<file path="config.mk">
export PLATFORM = sky130hd
export DESIGN_NAME = glb_proc_ring_arbiter
export DESIGN_NICKNAME = d
export VERILOG_FILES = /design/src/rtl/glb_proc_ring_arbiter.sv
export SDC_FILE = /design/constraint.sdc
export NUM_CORES = 1
export LEC_CHECK = 0
export CORE_ASPECT_RATIO = 0.8
export CORE_MARGIN = 2
export CORE_UTILIZATION = 45
export CTS_CLUSTER_SIZE = 24
export DETAILED_ROUTE_END_ITERATION = 6
export PLACE_DENSITY = 0.86
export SYNTH_ARGS = -nofsm -noshare
export SYNTH_HDL_FRONTEND = slang
export SYNTH_SLANG_ARGS = --single-unit
</file>
<file path="constraint.sdc">
create_clock -name clk -period 2.4 [get_ports clk]
set_input_delay 0.6 -clock clk [delete_from_list [all_inputs] [get_ports clk]]
set_output_delay 0.6 -clock clk [all_outputs]
set_load 0.02 [all_outputs]
</file>
<file path="src/rtl/glb_proc_ring_arbiter.sv">
// Ring-stop arbiter: merges upstream ring traffic with local tile injections into a
// registered downstream stage, using a one-entry hold buffer and a local starvation counter.
module glb_proc_ring_arbiter #(
  parameter int DATA_WIDTH   = 64,
  parameter int STARVE_LIMIT = 4
) (
  input  logic                  clk,
  input  logic                  reset,
  input  logic                  ring_in_valid,
  input  logic [DATA_WIDTH-1:0] ring_in_data,
  output logic                  ring_in_ready,
  input  logic                  local_req_valid,
  input  logic [DATA_WIDTH-1:0] local_req_data,
  output logic                  local_req_ready,
  output logic                  ring_out_valid,
  output logic [DATA_WIDTH-1:0] ring_out_data,
  input  logic                  ring_out_ready
);

  localparam logic [3:0] LIMIT = 4'(STARVE_LIMIT);

  typedef enum logic { PASS = 1'b0, HOLD = 1'b1 } state_t;
  typedef enum logic [1:0] { SRC_NONE, SRC_LOCAL, SRC_HOLD, SRC_RING } src_t;

  state_t                state_q, state_d;
  logic                  out_v_q, out_v_d;
  logic [DATA_WIDTH-1:0] out_data_q, out_data_d;
  logic [DATA_WIDTH-1:0] hold_data_q, hold_data_d;
  logic [3:0]            cnt_q, cnt_d;

  logic adv;
  logic ring_acc;
  logic starved;
  src_t src;

  // The ring can only be accepted while the hold slot is free, so a held packet is never overwritten.
  assign ring_in_ready   = !reset && (state_q == PASS);
  assign local_req_ready = (src == SRC_LOCAL);
  assign ring_out_valid  = out_v_q;
  assign ring_out_data   = out_data_q;

  always_comb begin
    // NOTE: every combinational output gets a default first so no path infers a latch.
    adv         = !out_v_q || ring_out_ready;
    ring_acc    = ring_in_valid && ring_in_ready;
    starved     = local_req_valid && (cnt_q == LIMIT);
    src         = SRC_NONE;
    state_d     = state_q;
    out_v_d     = out_v_q;
    out_data_d  = out_data_q;
    hold_data_d = hold_data_q;
    cnt_d       = cnt_q;

    if (!reset && adv) begin
      if (starved)                src = SRC_LOCAL;
      else if (state_q == HOLD)   src = SRC_HOLD;
      else if (ring_acc)          src = SRC_RING;
      else if (local_req_valid)   src = SRC_LOCAL;
    end

    if (adv) begin
      out_v_d = (src != SRC_NONE);
      case (src)
        SRC_LOCAL: out_data_d = local_req_data;
        SRC_HOLD:  out_data_d = hold_data_q;
        SRC_RING:  out_data_d = ring_in_data;
        default:   out_data_d = out_data_q;
      endcase
    end

    // An accepted ring packet that did not win the output slot is parked in hold.
    if (src == SRC_HOLD) begin
      state_d = PASS;
    end else if (ring_acc && (src != SRC_RING)) begin
      state_d     = HOLD;
      hold_data_d = ring_in_data;
    end

    if (!local_req_valid || (src == SRC_LOCAL)) cnt_d = '0;
    else if (cnt_q != LIMIT)                    cnt_d = cnt_q + 4'd1;
  end

  always_ff @(posedge clk) begin
    // NOTE: sequential state uses non-blocking assignments so all registers update together.
    if (reset) begin
      state_q     <= PASS;
      out_v_q     <= 1'b0;
      out_data_q  <= '0;
      hold_data_q <= '0;
      cnt_q       <= '0;
    end else begin
      state_q     <= state_d;
      out_v_q     <= out_v_d;
      out_data_q  <= out_data_d;
      hold_data_q <= hold_data_d;
      cnt_q       <= cnt_d;
    end
  end

endmodule

</file>
==> Word level (Yosys, flattened, before mapping) <==
Index checks and enable logic that the tools add are counted.
{ "word_totals": {"register_bits": 134, "latchBits": 0, "mem_bits_rw": 0, "rom_bits": 0, "in_bits": 133, "output_inout_bits": 67, "elab_cells": 36, "memories": 0} }
{ "op_classes": {"n_addsub": 1, "multipliers": 0, "div_mod_pow": 0, "order_cmp": 0, "eq_ne": 6, "shift": 0, "muxes": 6, "bitwise": 2, "n_reduce_logical": 16} }
{ "ops": {"columns": ["cell", "count"], "rows": [
  ["one-hot mux 64 bit (3 select lines)", 1],
  ["two-way mux 2 bit", 4],
  ["logical AND 1 bit", 5],
  ["adder 4 x 1 -> 4 bit (second input constant)", 1],
  ["equality test 2 bit (second input constant)", 2],
  ["equality test 4 x 3 -> 1 bit (second input constant)", 1],
  ["!= test 4 x 3 -> 1 bit (second input constant)", 1],
  ["AND reduction 2 bit", 2],
  ["OR reduction 2 bit", 2],
  ["logical NOT 1 bit", 3],
  ["nonzero test 3 bit", 1],
  ["equality test 2 x 1 -> 1 bit (second input constant)", 1],
  ["logical OR 1 bit", 2],
  ["!= test 2 bit (second input constant)", 1],
  ["NOT 1 bit", 2],
  ["nonzero test 2 bit", 1],
  ["two-way mux 1 bit", 1]
]} }

==> Logic depth before layout (Yosys ltp) <==
{ "depth": {"depth_word": 10, "ltp_mapped": 8, "depth_no_buf": 6} }

==> Worst setup path before layout <==
OpenSTA, ideal clock, no wires.
{ "synth_timing": {"path_type": "input to output", "from": "input ring_out_ready", "to": "output local_req_ready", "arrival_ps": 1614, "required_time_ps": 1800, "slack_ps": 186, "path_stages": 4, "path_buffers": 1, "path_cell_list": "nor2b_1 > nor2_1 > clkbuf_1 > and3_1"} }
{ "synth_via": {"elab_chain_cells": 4} }
{ "synth_lines": {"columns": ["element", "line_no", "rtl"], "rows": [
  ["start, declared", "17", "input logic ring_out_ready"],
  ["logical OR 1 bit", "44", "adv = !out_v_q || ring_out_ready;"],
  ["logical AND 1 bit", "54", "if (!reset && adv) begin"],
  ["two-way mux 2 bit", "54", null],
  ["equality test 2 x 1 -> 1 bit", "38", "assign local_req_ready = (src == SRC_LOCAL);"],
  ["end, declared", "14", "output logic local_req_ready,"]
]} }
Every way passes these cells.

==> Final worst setup path <==
{ "layout_timing": {"from": "register state_q", "to": "output ring_in_ready"} }
{ "layout_via": {"elab_chain_cells": 2} }
{ "layout_lines": {"columns": ["element", "line_no", "rtl"], "rows": [
  ["start, declared", "25", "state_t state_q, state_d;"],
  ["start signal, assigned", "92", "state_q <= state_d;"],
  ["NOT 1 bit", "37", "assign ring_in_ready = !reset && (state_q == PASS);"],
  ["logical AND 1 bit", "37", null],
  ["end, declared", "11", "output logic ring_in_ready,"]
]} }
Every way passes these cells.

==> impl_results.md <==
- Outcome: completed
- Port Buf Inserts: 199
- RSZ-0062 raised after global routing: no
- Final WS setup: 0.08894 ns
- WHS: 0.4544 ns
- Worst-Margin Slew: 0.5493 ns
- Worst hold path class: register to register
- Final Hold Viols: 0
- Boundary Pins: 200
- Initial DRC count: 483
- Hold Crit Endpoint: hold_data_q[35]
- Number of vias per cell: 5.609
- CTS tree: yes
- Worst setup EP type: output port
- Die ar.: 0.01353 mm2
- Hold depth: 2
- Power Internal: 4.704 mW
- Commonest cells after routing, fill and taps aside: clkdlybuf4s50_1 (197), nand2_1 (154), dfxtp_1 (133), nor2_1 (72), a21oi_1 (67)
- Placed cell count: 1023
- FFs w/ async S/R, synth: 0%
- Post-route DRC: 0
- CP arrival: 1.71 ns
- Clk Latency, worst-skew pair: 0.41 ns
- Non-filler cells in the finished layout: 1055
- Tot Pwr: 6.335 mW
- Period utilization: 96.29%
- Slew Viols, Final: 0
- Final worst path period need: 2.311 ns
- Most used DFF post-synth: dfxtp_1
- Switching power: 1.631 mW
- Post-synth net total: 823
- Sw frac: 25.75%
- Register Area: 0.002684 mm2
- Most common cell after layout, fill and taps aside: clkdlybuf4s50_1
- Seq pwr share: 38.5%
- First-pass GRT wire length: 27.84 mm
- Setup crit start kind: register
- Clock H-tree levels: 4
- Core area: 0.01225 mm2
- Largest net degree at the start of global routing: 54
- Comb pwr share: 18.0%
- Initial Util: 46.31%
- DR pass1 iterations: 5
- Reg-to-Reg Start: cnt_q[0]
- Area after DPL: 0.007950 mm2
- Avg Cell Area, Syn: 8.247 um2
- Hold-fix buffers, CTS: 0
- HP Start: hold_data_q[35]
- Pre-CTS setup slack: -0.2511 ns
- Core Rows: 36
- Max Clk Rate: 0.4327 GHz
- Max VDD drop: 0.4678 mV
- Final #Nets: 1006
- Synthesis-to-finish area growth: 51.25%
- CTS Root Cell: clkbuf_16
- Flop2flop setup slack: 0.30 ns
- Die Wd: 129.5 um
- Syn. warnings: 0
- Die Span Y: 104.4 um
- Util after Layout: 70.05%
- Via count: 5917
- N_diodes: 0
- Leak Pwr: 2.977 nW
- Rel. slew slack: 63.38%
- Worst-path clk slew: 0.06 ns
- Share of cells above drive strength 1: 8.597%
- CP max FO: 7
- Post-synth EDFFs: 0
- Setup_tns: 0 ns
- Drt total wl: 17.74 mm
- Flops & latches, synth: 134
- Critical Path RT: 1.80 ns
- WS Path Type: register to output port
- Seq/Total Area, Yosys: 47.28%
- Area of the multi-input gates: 0.002675 mm2
- Final setup fails: 0
- Power density cells: 738.2 mW/mm2
- Fillers: 978
- Final Cell Area: 0.008582 mm2
- DP HPWL: 11.50 mm
- Initial antenna violation count: 0
- Grt total ovfl: 0
- Clock network power share: 43.6%
- Total clock sinks: 134
- Reg-to-Reg End: ring_out_data[4]
- GRT Overall Usage: 25.84%
- Cell depth of the worst flop-to-flop path: 7
- Routed Antenna Nets: 0
- Synthesized area: 0.005674 mm2
- Vias in the first global route: 5530
- CTS buffer count: 17
- Post-synth cell types: 32
- WL/cell: 16.81 um
- # Max-Cap Violations: 0
- Final GP Congestion: 0.7989
- Post-Syn Instances: 688
- Clk_skew: 0.01375 ns
- CTS Buffer Depth: 2
critical path, stage by stage (launching register included):
cell             delay [ns]
dfxtp_1                0.32
buf_4                  0.17
nor2_1                 0.17
clkdlybuf4s50_1        0.64
power by group through the flow:
stage	sequential, mW	clock, mW	combinational, mW
4_1_cts	2.44	2.80	1.14
3_3_place_gp	2.48	0	1.11
3_5_place_dp	2.48	0	1.13
2_1_floorplan	2.59	0	0.433
6_report	2.44	2.76	1.14
5_1_grt	2.45	2.90	1.22
cells in the mapped netlist, types with 3 or more instances:
cell type	number	share of area [%]
nand2_1	154	10
inv_1	3	0.20
dfxtp_1	134	47
buf_2	13	1.1
a22oi_1	64	8.5
a311oi_1	63	9.7
a21oi_1	67	5.9
clkbuf_1	46	3.0
o21ai_0	37	3.3
nor2_1	74	4.9
buf_6	7	1.4
sequential cells by signal, indices dropped and copies added, names as in the netlist:
name	cells
ring_out_valid	1
hold_data_q	64
state_q	1
cnt_q	4
ring_out_data	64
layout make-up:
cell class / count / area share, %
tap: 171 / 2.493
multi-input combinational: 484 / 31.17
sequential: 134 / 31.27
timing repair buffer: 231 / 27.53
clock inverter: 10 / 1.647
clock buffer: 22 / 5.759
inverter: 3 / 0.1312
cells by family (layout without fill, tap and decap cells):
logic type / Yosys count / in the layout / share of synthesized area, %
xor+xnor: 2 / 2 / 0.3088
fa+ha+maj: 2 / 2 / 0.4409
compound gates: 240 / 240 / 29.04
simple gates: 240 / 240 / 17.02
flops: 134 / 134 / 47.28
buf+inv: 70 / 266 / 5.910
how the worst max path moves through the flow:
stage	end	slack [ns]	cells past startpoint	startpoint
global route	ring_in_ready	0.03	3	state_q
finish	ring_in_ready	0.09	3	state_q
CTS	local_req_ready	0.007	6	cnt_q[0]
floorplan	local_req_ready	0.19	4	ring_out_ready
detailed placement	local_req_ready	-0.25	4	ring_in_valid
global placement	local_req_ready	-0.19	4	ring_in_valid
metal layers:
metal  track usage, %  routed length (um)
met1            35.22                7715
met2            39.59                8097
met3            6.276                1594
met4            9.601                 329
met5                0                   0
timing repair:
| item | in CTS | in global routing |
|---|---|---|
| buffers inserted | 0 | 0 |
| resized for setup | 3 | 2 |
| setup endpoints to repair | 1 | 1 |
Power figures use the tool's default switching activity.
==> RTL edit 1, RTL diff (same flow settings) <==
Make the reset (`reset`) asynchronous in one clocked block.
--- a/src/rtl/glb_proc_ring_arbiter.sv
+++ b/src/rtl/glb_proc_ring_arbiter.sv
@@ -81,5 +81,5 @@
   end
 
-  always_ff @(posedge clk) begin
+  always_ff @(posedge clk or posedge reset) begin
     // NOTE: sequential state uses non-blocking assignments so all registers update together.
     if (reset) begin
Formal check against the unedited RTL: differs if reset is asserted again (counterexample within 4 cycles, from zero or initial values and one cycle with reset high); with reset held inactive, the same outputs for 10 cycles.
==> RTL edit 1 against the original RTL <==
Wire length is 13% lower. Worst setup slack worse by 0.024 ns. Fmax fell by 1.0%. Sequential cell count did not move. Largest cell class unchanged. Final cell count decreased by 18%. Synthesized area increased by 20%. Final area rose by 11%. Highest routed layer unchanged. Worst hold slack better by 0.034 ns.
Power is not compared: it rests on default switching activity, and its combinational part moved more than twofold at a synthesized area within 25%.
==> RTL edit 1: results <==
export IMPL_synthTopCellsByCount="mux2i_1 (192), dfrtp_1 (134), mux2_4 (49)"
export IMPL_dr_pass1_iters=4
export IMPL_grt_use_total_pct=19.8
export IMPL_grt_start_max_net_pins=85
export IMPL_reg2reg_depth=8
export IMPL_grt_pass1_vias=4987
export IMPL_final_nets=803
export IMPL_r2r_end="ring_out_data[47]"
export IMPL_wl_met1_um=6680
export IMPL_cp_max_fo=3
export IMPL_clock_skew_final_ns=0.00887
export IMPL_whs_ns=0.488
export IMPL_first_iter_violations=142
export IMPL_grtUsageMet1_pct=24.8
export IMPL_via_per_inst=5.16
export IMPL_max_slew_margin_pct=36.6
export IMPL_cts_resized=8
export IMPL_grt_first_pass_wirelength_um=25000
export IMPL_gp_congestion=0.864
export IMPL_timing_rr_start="cnt_q[0]"
export IMPL_wl_met3_um=917
export IMPL_drive_gt1_share_pct=17.8
export IMPL_status="complete, no violations"
export IMPL_dp_hpwl_um=10500
export IMPL_synth_area_leaders="dfrtp_1 (49%), mux2i_1 (28%), mux2_4 (11%)"
export IMPL_post_place_ws_ns=-0.467
export IMPL_ys_types=36
export IMPL_r2r_setup_slack_ns=0.26
export IMPL_yosysSeqAreaShare_pct=49.3
export IMPL_syn_num_nets=589
export IMPL_hp_start="hold_data_q[18]"
export IMPL_grtUsageMet3_pct=6.09
export IMPL_finalCritPeriodShare_pct=97.3
RTL edit 1: cell type report:
| type | instances | area [sq um] |
|---|---|---|
| Fill cell | 1091 | 5360 |
| Sequential cell | 134 | 3350 |
| Multi-Input combinational cell | 289 | 3080 |
| Timing Repair Buffer | 223 | 2270 |
| Clock buffer | 22 | 474 |
| Tap cell | 189 | 236 |
| Clock inverter | 9 | 125 |
| Inverter | 3 | 23.8 |
RTL edit 1: power by group through the flow:
stage / Combinational, mW / Clock, mW / Sequential (mW)
finish: 3.60 / 2.62 / 3.60
global route: 3.82 / 2.80 / 3.70
CTS: 3.63 / 2.68 / 3.60
detailed placement: 3.61 / 0 / 3.61
global placement: 3.49 / 0 / 3.56
floorplan: 1.52 / 0 / 4.10
RTL edit 1: worst max-delay path, cell delays in order:
cell,delay [ns]
clkdlybuf4s50_1,0.55
o21bai_1,0.10
and2_4,0.17
nor3_2,0.15
buf_4,0.16
RTL edit 1: cell families (layout without fill, tap and decap cells):
family / Yosys count / count (layout) / synth area share, %
and+or+nand+nor: 19 / 19 / 1.71
DFF: 134 / 134 / 49.3
AOI/OAI and AO/OA: 11 / 11 / 1.14
buffers and inverters: 31 / 257 / 5.74
adders and majority gates: 2 / 2 / 0.368
xor gates and xnor gates: 1 / 1 / 0.129
muxes: 256 / 256 / 41.6
RTL edit 1: per-stage QoR:
| step | area, sq um | utilization (%) | TNS [ns] | instances |
|---|---|---|---|---|
| 5_1_grt | 9560 | 64.1 | 0 | 869 |
| 2_1_floorplan | 6820 | - | 0 | 454 |
| 3_5_place_dp | 8960 | 60.1 | -19.72 | 838 |
| 4_1_cts | 9550 | 64.0 | 0 | 869 |
| 6_report | 9560 | 64.1 | 0 | 869 |
| 3_3_place_gp | 8960 | 60.1 | -14.44 | 838 |
==> RTL edit 2, RTL diff (same settings) <==
Without the edit above. Set the parameter `DATA_WIDTH` to 96 (it was 64).
--- a/src/rtl/glb_proc_ring_arbiter.sv
+++ b/src/rtl/glb_proc_ring_arbiter.sv
@@ -2,5 +2,5 @@
 // registered downstream stage, using a one-entry hold buffer and a local starvation counter.
 module glb_proc_ring_arbiter #(
-  parameter int DATA_WIDTH   = 64,
+  parameter int DATA_WIDTH   = 96,
   parameter int STARVE_LIMIT = 4
 ) (
Interface: changed (resized local_req_data, ring_in_data and ring_out_data); port bits go from 200 to 296. The function was not compared with the original's and may differ.
==> RTL edit 2 against the original RTL <==
The flow now finishes with violations (design-rule violations). Sequential cell count grew 64. Worst setup slack improved by 0.094 ns. Global-route usage is 2.4 points higher. Final area rose by 52%. Wire length up 70%. Synthesized area rose by 56%. Synthesized cell count is 45% higher. Total power increased by 27%. Critical path type is now primary input to primary output. Highest routed layer unchanged.
==> RTL edit 2: results <==
export IMPL_timing_rr_start="cnt_q[1]"
export IMPL_wl_met1_um=12500
export IMPL_drc_errors=18
export IMPL_post_place_ws_ns=-0.258
export IMPL_dp_hpwl_um=20400
export IMPL_clock_skew_final_ns=0.0157
export IMPL_synthTopCellsByCount="nor2_1 (201), dfxtp_1 (198), a311oi_1 (96), mux2i_1 (96), clkbuf_1 (68)"
export IMPL_status="finished with violations"
export IMPL_dr_pass1_iters=7
export IMPL_synth_area_leaders="dfxtp_1 (45%), mux2i_1 (11%), a311oi_1 (9.5%)"
export IMPL_io_buffers=295
export IMPL_drive_gt1_share_pct=8.29
export IMPL_max_vdd_ir_drop_mv=0.443
export IMPL_grt_use_met2_pct=48.3
export IMPL_post_dp_cell_area_sq_mm=0.0124
export IMPL_gp_congestion=0.824
export IMPL_placed_cells=1504
export IMPL_tightest_slew_ns=0.877
export IMPL_power_leakage_nw=4.48
export IMPL_cp_max_fo=2
export IMPL_max_stage_delay_ns=0.47
export IMPL_p_clk_mw=2.81
export IMPL_switching_share_pct=29.1
export IMPL_dr_wl_met2_um=14600
export IMPL_routedWlPerCell_um=19.7
export IMPL_first_iter_violations=919
export IMPL_wl_met3_um=2550
export IMPL_totalWireLength_um=30200
export IMPL_violations="design-rule violations"
export IMPL_syn_inst=999
export IMPL_grtUsageMet3_pct=6.72
export IMPL_hp_class="primary input to register"
export IMPL_hp_start="reset"
export IMPL_grt_pass1_vias=8734
export IMPL_ys_types=31
export IMPL_grt_first_pass_wirelength_um=46600
export IMPL_worstPathArrival_ns=1.62
export IMPL_r2r_setup_slack_ns=0.35
export IMPL_yosysSeqAreaShare_pct=44.9
export IMPL_powerSeq_mw=3.55
export IMPL_grt_use_total_pct=28.2
==> RTL edit 2: cell count changes in the layout (fill, tap and decap cells not counted), sizes merged, moves of 32 or more <==
cell and change:
clkdlybuf4s50 +95, nand3 +39, nor2 +127, nand2b +42
a311oi +32, nand2 -154, o22ai +39, dfxtp +64
mux2i +96
==> RTL edit 2: per-stage QoR <==
step           utilization, %  total power [mW]
2_1_floorplan               -              4.39
3_3_place_gp             65.0              5.28
3_5_place_dp             65.0              5.31
4_1_cts                  68.1              8.09
5_1_grt                  68.1              8.37
6_report                 68.1              8.07
==> RTL edit 2: timing repair <==
action | in CTS | in global routing
gates resized for setup | 6 | 5
setup endpoints to repair | 2 | 2
cloned | 0 | 0
==> RTL edit 2: cells by family (layout without fill, tap and decap cells) <==
family          after synthesis  in the layout  share of synthesized area (%)
compound gates              302            302                           23.7
simple gates                288            288                           14.2
flops                       198            198                           44.9
buf+inv                     111            390                           5.76
mux                          96             96                           10.9
fa+ha+maj                     2              2                          0.284
xor+xnor                      2              2                          0.199
==> RTL edit 2: how the worst max path moves through the flow <==
| stage | slack (ns) | depth (start not counted) | end | start |
|---|---|---|---|---|
| 2_1_floorplan | 0.16 | 4 | local_req_ready | reset |
| 3_3_place_gp | -0.25 | 5 | local_req_ready | ring_out_ready |
| 3_5_place_dp | -0.26 | 5 | local_req_ready | ring_out_ready |
| 4_1_cts | 0.02 | 6 | local_req_ready | cnt_q[1] |
| 5_1_grt | 0.10 | 6 | local_req_ready | cnt_q[1] |
| 6_report | 0.18 | 5 | local_req_ready | ring_out_ready |
==> RTL edit 2: layout make-up <==
class | count | area share [%]
multi-input cells | 690 | 34.2
repair buffers | 353 | 28.2
flip-flops and latches | 198 | 30.5
clock buffers | 18 | 3.38
clock inverters | 14 | 1.11
inverters | 5 | 0.144
well taps | 258 | 2.48
